<file path="src/rtl/mem_arbiter.sv">
// mem_arbiter: two-port request/acknowledge arbiter in front of the 32-word
// combinational-read data memory. Port 0 = instruction fetch, port 1 =
// load/store. One access every 3 cycles: IDLE (grant) -> ACCESS -> RESP (ack).
// Optional macro ARB_ROUND_ROBIN_EN: round-robin tie-break instead of fixed
// priority to port 1.
module mem_arbiter #(
  parameter int DW    = 32,
  parameter int AW    = 32,
  parameter int DEPTH = 32
) (
  input  logic          clk,
  input  logic          rst_n,
  input  logic          req0,
  input  logic          req1,
  input  logic          we0,
  input  logic          we1,
  input  logic [AW-1:0] addr0,
  input  logic [AW-1:0] addr1,
  input  logic [DW-1:0] wdata0,
  input  logic [DW-1:0] wdata1,
  output logic          ack0,
  output logic          ack1,
  output logic          err0,
  output logic          err1,
  output logic [DW-1:0] rdata0,
  output logic [DW-1:0] rdata1,
  output logic [AW-1:0] m_ADDR,
  output logic [DW-1:0] m_DIN,
  output logic          m_en_W,
  output logic          m_en_R,
  input  logic [DW-1:0] m_R
);

  localparam logic [AW-1:0] L_DEPTH = AW'(DEPTH);

  typedef enum logic [1:0] {IDLE, ACCESS, RESP} state_t;

  state_t        r_state, w_next;
  logic          r_we_q, r_oob_q, r_gnt_q;
  logic [AW-1:0] r_addr_q;
  logic [DW-1:0] r_wdata_q;
  logic          w_gnt, w_take;
  logic [AW-1:0] w_addr;

`ifdef ARB_ROUND_ROBIN_EN
  logic r_ptr;  // last granted port; reset 1 so port 0 wins the first tie
  assign w_gnt = (req0 & req1) ? ~r_ptr : req1;
`else
  // Port 1 wins ties; a lone requester wins by construction.
  assign w_gnt = req1;
`endif

  assign w_take = (r_state == IDLE) & (req0 | req1);
  assign w_addr = w_gnt ? addr1 : addr0;

  // State register
  always_ff @(posedge clk or negedge rst_n) begin
    if (!rst_n) r_state <= IDLE;
    else        r_state <= w_next;
  end

  // Next state and memory-side drive; mem sees a non-zero bus only in ACCESS
  always_comb begin
    w_next = r_state;
    m_ADDR = '0;
    m_DIN  = '0;
    m_en_W = 1'b0;
    m_en_R = 1'b0;
    case (r_state)
      IDLE:   if (req0 | req1) w_next = ACCESS;
      ACCESS: begin
        m_ADDR = r_addr_q;
        m_DIN  = r_wdata_q;
        m_en_W = r_we_q & ~r_oob_q;
        m_en_R = ~r_we_q & ~r_oob_q;
        w_next = RESP;
      end
      RESP:   w_next = IDLE;
      default: w_next = IDLE;
    endcase
  end

  // Latch the winner's operands at grant; later operand changes are ignored
  always_ff @(posedge clk or negedge rst_n) begin
    if (!rst_n) begin
      r_we_q    <= 1'b0;
      r_oob_q   <= 1'b0;
      r_gnt_q   <= 1'b0;
      r_addr_q  <= '0;
      r_wdata_q <= '0;
    end else if (w_take) begin
      r_we_q    <= w_gnt ? we1 : we0;
      r_addr_q  <= w_addr;
      r_wdata_q <= w_gnt ? wdata1 : wdata0;
      r_oob_q   <= (w_addr >= L_DEPTH);
      r_gnt_q   <= w_gnt;
    end
  end

`ifdef ARB_ROUND_ROBIN_EN
  // Last-grant pointer, updated on every grant
  always_ff @(posedge clk or negedge rst_n) begin
    if (!rst_n)      r_ptr <= 1'b1;
    else if (w_take) r_ptr <= w_gnt;
  end
`endif

  // Ack/err pulse for RESP and read-data capture at the end of ACCESS
  always_ff @(posedge clk or negedge rst_n) begin
    if (!rst_n) begin
      ack0   <= 1'b0;
      ack1   <= 1'b0;
      err0   <= 1'b0;
      err1   <= 1'b0;
      rdata0 <= '0;
      rdata1 <= '0;
    end else begin
      ack0 <= 1'b0;
      ack1 <= 1'b0;
      err0 <= 1'b0;
      err1 <= 1'b0;
      if (r_state == ACCESS) begin
        if (r_gnt_q) begin
          ack1 <= 1'b1;
          err1 <= r_oob_q;
          if (!r_we_q) rdata1 <= r_oob_q ? '0 : m_R;
        end else begin
          ack0 <= 1'b1;
          err0 <= r_oob_q;
          if (!r_we_q) rdata0 <= r_oob_q ? '0 : m_R;
        end
      end
    end
  end

endmodule

</file>
<file path="config.mk">
export PLATFORM = sky130hd
export DESIGN_NAME = mem_arbiter
export DESIGN_NICKNAME = d
export VERILOG_FILES = /design/src/rtl/mem_arbiter.sv
export SDC_FILE = /design/constraint.sdc
export NUM_CORES = 1
export LEC_CHECK = 0
export ABC_AREA = 1
export ABC_CLOCK_PERIOD_IN_PS = 3750
export CAP_MARGIN = 20
export CORE_MARGIN = 2
export CORE_UTILIZATION = 45
export DETAILED_ROUTE_END_ITERATION = 10
export GPL_TIMING_DRIVEN = 0
export HOLD_SLACK_MARGIN = 0.05
export PLACE_DENSITY = 0.86
export SLEW_MARGIN = 15
export SYNTH_ARGS = -nofsm -noshare
export SYNTH_HDL_FRONTEND = slang
export SYNTH_SLANG_ARGS = --single-unit
export TNS_END_PERCENT = 50
</file>
<file path="constraint.sdc">
create_clock -name clk -period 3.75 [get_ports clk]
set_clock_uncertainty 0.1 [all_clocks]
set_input_delay 0.5625 -clock clk [delete_from_list [all_inputs] [get_ports clk]]
set_output_delay 0.5625 -clock clk [all_outputs]
set_load 0.05 [all_outputs]
</file>
Word level (Yosys, flattened, before mapping)
Cells that the tools add are included.
{ "totals": {"output_inout_bits": 134, "wordCells": 43, "in_bits": 166, "register_bits": 137} }
{ "op_classes": {"n_reduce_logical": 3, "magnitude_cmp": 1, "bitwise": 7, "eq_ne": 2, "n_mux": 18} }
{ "op_table": {"columns": ["operator", "count"], "rows": [
  ["$mux 32", 5],
  ["$ge 32x6->1 const B", 1],
  ["$mux 1", 11],
  ["$reduce_and 3->1", 2],
  ["$pmux 2 s2", 1],
  ["$and 1x1->1", 3],
  ["$not 1->1", 3],
  ["$eq 2x1->1 const B", 1],
  ["$logic_not 2->1", 1],
  ["$mux 2", 1],
  ["$ne 2x1->1 const B", 1],
  ["$or 1x1->1", 1]
]} }

Logic depth before layout (Yosys ltp)
Gate-level depths: netlist (run 1).
{ "logic_depth": {"word_depth": 3, "ltp_mapped": 10, "ltp_nobuf": 9} }

Worst setup path after synthesis (run 1)
No wires, ideal clock.
{ "synth_path": {"path_type": "register to output", "from": "reg r_state[1]", "to": "out m_en_R", "t_required_ns": 3.087, "path_slack_ns": 1.248, "t_arrival_ns": 1.840, "n_path_buf": 1, "path_stages_with_launch": 5, "cell_sequence": "dfrtp_1 -> nor2_4 -> inv_4 -> clkbuf_1 -> nor3_1"} }
{ "synth_via": {"elab_chain_cells": 2} }
{ "synth_rtl": {"columns": ["item", "line_no", "source"], "rows": [
  ["from (decl)", "38", "state_t r_state, w_next;"],
  ["from (signal assigned)", "59", "else r_state <= w_next;"],
  ["$eq 2x1->1", "69", "case (r_state)"],
  ["$mux 1", "69", null],
  ["to (decl)", "30", "output logic m_en_R,"]
]} }
Every way passes these cells.

Worst setup path after layout (run 1)
{ "layout_path": {"from": "reg r_state[1]", "to": "out m_DIN[3]"} }
{ "layout_via": {"elab_chain_cells": 2} }
{ "layout_rtl": {"columns": ["item", "line_no", "source"], "rows": [
  ["$eq 2x1->1", "69", null],
  ["$mux 32", "69", null],
  ["to (decl)", "28", "output logic [DW-1:0] m_DIN,"]
]} }
Every way passes these cells.

==> qor.yml, run 1 <==
status:
  status: "complete, no violations"
power_and_ir_drop:
  power_mw: 9.82
  cellInternalPower_mw: 5.02
  vdd.ir_drop.worst_v: 0.000439
  p_clk_share_pct: 17.0
  seqPwrFrac_pct: 26.4
  power_density_nw_per_um2: 920
  swShare_pct: 48.9
  static-leakage-power_nw: 5.05
  p_sw_mw: 4.80
  power_frac_comb_pct: 56.6
finish:
  antennaDiodeCount: 0
  syn_to_final_growth_pct: 56.5
  drive_above_1_share_pct: 7.86
  fin_nets: 1400
  fin_area_um2: 10700
  post-route-util_pct: 72.8
  fillers: 1140
detailed_routing:
  first_pass_iters: 7
  route.detailed.drc: 0
  vias_per_cell: 4.76
  wl_met3_um: 1810
  dr_total_vias: 6813
  wl_per_cell_um: 15.3
  wl_met2_um: 11200
  drt-met1-wl_um: 8440
  ant_nets: 0
  drtIter0Drc: 418
  wirelength_um: 21900
  dr.max_layer_used: "met4"
global_route:
  antenna_found_initial: 0
  grt_pass1_wl_um: 34700
  grt-ovfl-total: 0
  grt_max_degree: 79
  grt.total_usage_pct: 27.5
  grt_pass1_vias: 6850
sta:
  hold_viol: 0
  rsz0062_at_grt: "no"
  post-route-period-util_pct: 82.9
  finalSetupViolations: 0
  setup_ws_ns: 0.640
  finalMaxSlewViolations: 0
  tightest_slew_ns: 0.586
  min_period_ns: 3.11
  max_freq_mhz: 322
  slew_headroom_pct: 60.8
placement:
  placed_cell_area_um2: 10100
  globalplace.congestion: 0.875
  io_buffer_count: 299
  pre_cts_slack_ns: 1.11
  dp_hpwl_um: 16600
logic_synthesis:
  synth_warnings: 0
  synth.distinct_cells: 20
  synth_seq_cells: 137
  synth_cells: 914
  seq_area_frac_synth_pct: 50.3
  synth.avg_cell_area_um2: 7.46
  synth_area_um2: 6810
  syn_nets: 1080
setup_path:
  crit_path_start: "r_state[1]"
  crit_type: "reg -> out"
  arrival_ns: 2.45
  r2r_start: "r_state[1]"
  critPathRequiredTime_ns: 3.09
  endpoint_kind: "output port"
  start_kind: "flop"
  crit_fanout: 10
floorplan:
  core-area_um2: 14600
  initial_core_util_pct: 46.5
  die_y_um: 127
  die_w_um: 127
  num_rows: 44
  die-area_um2: 16100
  boundaryPins: 300
run:
  maxCapViolCount: 0
hold_path:
  min-delay-start: "r_addr_q[9]"
  hold_class: "reg -> reg"
clock_network:
  insertion_delay_ns: 0.42
  cts_buffers: 17
  cts_buffer_depth: 2
  cts_sinks: 137
  cts-root-buf: "clkbuf_16"
  cts_tree: "done"
  clkTransAtPathRegs_ns: 0.05
  cts_max_level: 4
  cts_resized: 0
==> worst max-delay path, cell delays in order (launching register included) <==
cell and delay, ns:
dfrtp_1 0.41, nor2_4 0.14, inv_4 0.09, clkbuf_1 0.26
nor2_1 0.26, clkdlybuf4s50_1 0.86
==> cells in the final DEF (no fill, tap or decap) <==
cell	count
a21oi_1	1
a31oi_1	38
buf_16	1
buf_2	19
buf_4	3
buf_6	8
buf_8	1
bufinv_16	3
clkbuf_1	24
clkbuf_16	17
clkdlybuf4s50_1	298
clkinv_2	4
clkinvlp_4	4
dfrtp_1	137
dlygate4sd3_1	1
inv_1	179
inv_2	2
inv_4	1
inv_6	1
nand2_1	241
nand2_2	3
nand3_1	1
nor2_1	154
nor2_4	1
nor3_1	3
nor3_4	2
o21ai_0	61
o21ai_1	11
o21ai_2	28
==> flip-flops by register name, indices dropped and copies added, names as in the netlist, 2 cells and up <==
signal,cells
r_addr_q,32
rdata1,32
r_wdata_q,32
r_state,2
rdata0,32
==> per-layer routing <==
metal	vias to the layer above	track usage [%]
li1	3368	-
met1	3110	31.6
met4	0	8.34
met2	301	50.1
met3	34	7.71
met5	-	0
==> Yosys cell counts <==
library cell	n	area share (%)
inv_1	179	9.9
inv_2	2	0.11
nand2_1	241	13
buf_2	19	1.4
a31oi_1	38	3.5
nor2_4	1	0.17
o21ai_0	61	4.5
dfrtp_1	137	50
o21ai_2	28	3.6
nand2_2	3	0.28
buf_6	8	1.3
buf_4	3	0.33
o21ai_1	11	0.81
clkbuf_1	21	1.2
nor3_1	3	0.22
nand3_1	1	0.073
nor3_4	2	0.48
inv_4	1	0.092
nor2_1	154	8.5
a21oi_1	1	0.073
==> through the flow <==
step                TNS [ns]  hold slack [ns]  instances
global placement     -474.48            0.368       1397
floorplan                  0            0.167        914
finish                     0            0.388       1431
global route               0            0.407       1431
detailed placement         0            0.376       1398
CTS                        0            0.388       1431
==> power by group through the flow <==
| stage | clock network [mW] | registers [mW] | logic (mW) |
|---|---|---|---|
| final | 1.67 | 2.59 | 5.56 |
| after global routing | 1.74 | 2.67 | 5.89 |
| after CTS | 1.68 | 2.59 | 5.59 |
| after detailed placement | 0 | 2.60 | 5.55 |
| after global placement | 0 | 2.57 | 5.47 |
| after floorplan | 0 | 3.74 | 2.41 |
==> logic make-up after synthesis <==
| logic type | after synthesis | synth area share, % |
|---|---|---|
| flip-flops | 137 | 50.3 |
| AO/OA/AOI/OAI | 139 | 12.4 |
| AND/OR/NAND/NOR | 405 | 23.0 |
| buffers and inverters | 233 | 14.3 |
==> final cells by class <==
class / count / area (um^2) / area share (%)
flip-flops and latches: 137 / 3430 / 32.1
clock buffers: 20 / 437 / 4.09
inverters: 182 / 686 / 6.43
plain buffers: 51 / 287 / 2.69
well taps: 184 / 230 / 2.16
clock inverters: 12 / 149 / 1.40
multi-input cells: 544 / 2410 / 22.6
repair buffers: 301 / 3040 / 28.5
==> timing repair <==
action	4_1_cts	5_1_grt
hold buffers	1	0
endpoints found under the hold margin	59	0
buffers inserted	0	0
==> final timing paths <==
kind                               end  slack [ns]  cells after the start
min reg2reg                r_addr_q[9]        0.39                      2
min in group asynchronous   rdata0[22]        0.55                      2
max reg2reg                  rdata0[2]        1.96                      5
max in group asynchronous  r_addr_q[9]        2.25                      3
max                           m_DIN[3]        0.64                      5
min                        r_addr_q[9]        0.39                      2
Power figures use the tool's default switching activity.
==> run 2: changes to the inputs <==
--- a/config.mk
+++ b/config.mk
@@ -6,14 +6,14 @@
 export NUM_CORES = 1
 export LEC_CHECK = 0
 export ABC_AREA = 1
-export ABC_CLOCK_PERIOD_IN_PS = 3750
+export ABC_CLOCK_PERIOD_IN_PS = 2710
 export CAP_MARGIN = 20
 export CORE_MARGIN = 2
-export CORE_UTILIZATION = 45
+export CORE_UTILIZATION = 38
 export DETAILED_ROUTE_END_ITERATION = 10
 export GPL_TIMING_DRIVEN = 0
 export HOLD_SLACK_MARGIN = 0.05
-export PLACE_DENSITY = 0.86
+export PLACE_DENSITY = 0.78
 export SLEW_MARGIN = 15
 export SYNTH_ARGS = -nofsm -noshare
 export SYNTH_HDL_FRONTEND = slang
==> constraint.sdc (replaced) <==
create_clock -name clk -period 2.71 [get_ports clk]
set_clock_uncertainty 0.1 [all_clocks]
set_input_delay 0.4065 -clock clk [delete_from_list [all_inputs] [get_ports clk]]
set_output_delay 0.4065 -clock clk [all_outputs]
set_load 0.05 [all_outputs]
==> run 2 against run 1 <==
Net effect: global-route usage down 3.6 points; clock power is 37% higher; power is 35% higher; final area fell by 0.34%; via count fell by 0.43%; die area is 18% higher; final cell count is 2.9% higher; core utilization down 12 points; worst setup slack got worse by 0.54 ns; critical path type unchanged; non-clock buffer count unchanged.
==> qor.yml, run 2 (same netlist as run 1, synthesis figures left out) <==
finish:
  mostFrequentLayoutCell: "nand2_1"
  fillers: 1575  # +38%
  fin_cells: 1472  # +2.9%
  fin_nets: 1400  # unchanged
  multi_input_area_um2: 2410  # unchanged
  syn_to_final_growth_pct: 56.0
  drive_above_1_share_pct: 8.19  # +0.33 points
  register_area_um2: 3430  # unchanged
  final_cell_mix: "241 x nand2_1, 232 x clkdlybuf4s50_1, 179 x inv_1"
setup_path:
  r2r_start: "r_state[1]"
  crit_path_start: "r_state[1]"
  rrSetupSlack_ns: 0.91  # -1.05 ns
  endpoint_kind: "output port"
  crit_fanout: 10  # unchanged
  critical-path-max-stage-delay_ns: 0.56  # -0.30 ns
  reg2regPathDepth: 5  # unchanged
  crit_path_top_delay_cell: "dlygate4sd2_1"
  critPathBufInv: 3  # unchanged
  path_cells: "nor2_4, inv_4, clkbuf_1, nor2_1, dlygate4sd2_1"
  critPathRequiredTime_ns: 2.20  # -0.89 ns
  endpoint: "m_DIN[4]"
  critPathTopFamily: "buffers and inverters"
  r2r-end: "rdata0[30]"
  arrival_ns: 2.10  # -0.35 ns
  crit_cells: 5  # unchanged
  crit_type: "reg -> out"
  start_kind: "flop"
power_and_ir_drop:
  swShare_pct: 50.0  # +1.1 points
  seqPwrFrac_pct: 26.9  # +0.5 points
  vdd.ir_drop.worst_v: 0.000835  # +90%
  power_mw: 13.3  # +35%
  power_density_nw_per_um2: 1250  # +36%
  p_clk_share_pct: 17.3  # +0.3 points
  power_frac_comb_pct: 55.9  # -0.7 points
  cellInternalPower_mw: 6.64  # +32%
  p_sw_mw: 6.64  # +38%
  static-leakage-power_nw: 5.32  # +5.4%
floorplan:
  die_y_um: 138  # +8.5%
  die_w_um: 138  # +8.5%
  core-area_um2: 17400  # +19%
  num_rows: 48  # +9.1%
  initial_core_util_pct: 39.1  # -7.4 points
  boundaryPins: 300  # unchanged
  die-area_um2: 19000  # +18%
global_route:
  grtUsageMet2_pct: 40.9  # -9.1 points
  grt-ovfl-total: 0  # unchanged
  top_usage_layer: "met2"
  grt_pass1_vias: 6789  # -0.89%
  grt_use_met3_pct: 9.76  # +2.1 points
  grt_max_degree: 73  # -7.6%
  grt.total_usage_pct: 23.9  # -3.6 points
  grt_pass1_wl_um: 34100  # -1.7%
  antenna_found_initial: 1  # +1
  grt_use_met1_pct: 26.1  # -5.5 points
sta:
  finalMaxSlewViolations: 0  # unchanged
  rsz0062_at_grt: "yes"
  tightest_slew_ns: 0.628  # +0.0422 ns
  post-route-period-util_pct: 96.2
  min_period_ns: 2.61
  finalSetupViolations: 0  # unchanged
  slew_headroom_pct: 58.0  # -2.8 points
  max_freq_mhz: 383
  hold_viol: 0  # unchanged
clock_network:
  cts_buffer_depth: 2  # unchanged
  insertion_delay_ns: 0.42  # about the same
  cts-root-buf: "clkbuf_16"
  cts_tree: "done"
  cts_sinks: 137  # unchanged
  cts_max_level: 4  # unchanged
  clkTransAtPathRegs_ns: 0.06  # about the same
  cts_buffers: 17  # unchanged
detailed_routing:
  ant_nets: 0  # unchanged
  dr_total_vias: 6784  # -0.43%
  route.detailed.drc: 0  # unchanged
  wirelength_um: 22400  # +2.1%
  vias_per_cell: 4.61  # -3.2%
  wl_per_cell_um: 15.2  # -0.74%
  drtIter0Drc: 287  # -31%
  first_pass_iters: 5  # -2
run:
  maxCapViolCount: 0  # unchanged
placement:
  dp.cells: 1439  # +2.9%
  globalplace.congestion: 0.860  # -1.8%
  dp_hpwl_um: 17200  # +4.1%
  io_buffer_count: 299  # unchanged
status:
  status: "complete, no violations"
hold_path:
  hold_class: "reg -> reg"
## run 2: changes by cell type in the layout (fill, tap and decap cells not counted)
| cell | before | now |
|---|---|---|
| diode_2 | 0 | 1 |
| dlygate4sd2_1 | 0 | 65 |
| clkbuf_1 | 24 | 20 |
| clkinvlp_4 | 4 | 1 |
| clkbuf_8 | 0 | 2 |
| bufinv_16 | 3 | 2 |
| clkbuf_2 | 0 | 3 |
| clkinv_4 | 0 | 3 |
| clkdlybuf4s50_1 | 298 | 232 |
## run 2: power by group through the flow
| stage | combinational (mW) | sequential, mW | clock (mW) |
|---|---|---|---|
| finish | 7.42 | 3.57 | 2.29 |
| global route | 7.94 | 3.68 | 2.41 |
| CTS | 7.47 | 3.58 | 2.32 |
| detailed placement | 7.70 | 3.60 | 0 |
| global placement | 7.62 | 3.57 | 0 |
| floorplan | 3.34 | 5.18 | 0 |
## run 2: metal layers
| metal | routed length (um) | share of wire [%] | up-vias |
|---|---|---|---|
| met5 | 0 | 0 | - |
| met2 | 11100 | 49 | 264 |
| met3 | 2070 | 9.2 | 38 |
| li1 | - | - | 3372 |
| met1 | 8550 | 38 | 3110 |
| met4 | 689 | 3.1 | 0 |
## run 2: how the worst min path moves through the flow
stage                     cells after the start           end  slack, ns         start
after global placement                        2  r_addr_q[15]       0.37  r_addr_q[15]
final                                         2  r_addr_q[10]       0.38  r_addr_q[10]
after CTS                                     2  r_addr_q[31]       0.39  r_addr_q[31]
after global routing                          1    r_state[1]       0.40    r_state[1]
after floorplan                               0          ack0       0.01         rst_n
after detailed placement                      1    rdata1[17]       0.29         rst_n
## run 2: stage by stage
stage	hold WS [ns]	util [%]	cell area [um^2]	TNS (ns)	setup slack, ns
after global placement	0.368	57.9	10100	-612.95	-4.48
after floorplan	0.0109	-	6810	0	0.364
after detailed placement	0.290	58.1	10100	0	0.220
final	0.383	61.0	10600	0	0.102
after global routing	0.400	61.0	10600	-0.00254	-0.00254
after CTS	0.389	61.0	10600	0	0.0570
## run 2: final cells by class
| type | count | area share [%] |
|---|---|---|
| sequential | 137 | 32.3 |
| timing repair buffer | 301 | 27.7 |
| multi-input combinational | 544 | 22.7 |
| inverter | 182 | 6.45 |
| clock buffer | 20 | 4.30 |
| buffer | 51 | 2.72 |
| tap | 225 | 2.65 |
| clock inverter | 11 | 1.15 |
| antenna | 1 | 0.0235 |
## run 2: worst register-to-register path, delay by kind of cell (launching register included)
kind / cells / cell delay, ns
AND/OR/NAND/NOR: 2 / 0.53
AO/OA/AOI/OAI: 1 / 0.14
buffers and inverters: 2 / 0.48
flip-flops: 1 / 0.41
## run 2: timing repair
item / CTS / global route
hold buffers: 1 / 0
setup endpoints to repair: 66 / 2
gates resized for setup: 68 / 3
buffers inserted: 0 / 0
endpoints found under the hold margin: 65 / 0
pin swaps: 0 / 0
==> run 3: changes to the inputs <==
--- a/config.mk
+++ b/config.mk
@@ -10,6 +10,7 @@
 export CAP_MARGIN = 20
 export CORE_MARGIN = 2
 export CORE_UTILIZATION = 38
+export CTS_CLUSTER_SIZE = 14
 export DETAILED_ROUTE_END_ITERATION = 10
 export GPL_TIMING_DRIVEN = 0
 export HOLD_SLACK_MARGIN = 0.05
==> results of run 3 <==
Same layout as run 2: the final DEF is identical, and so are final timing and power.
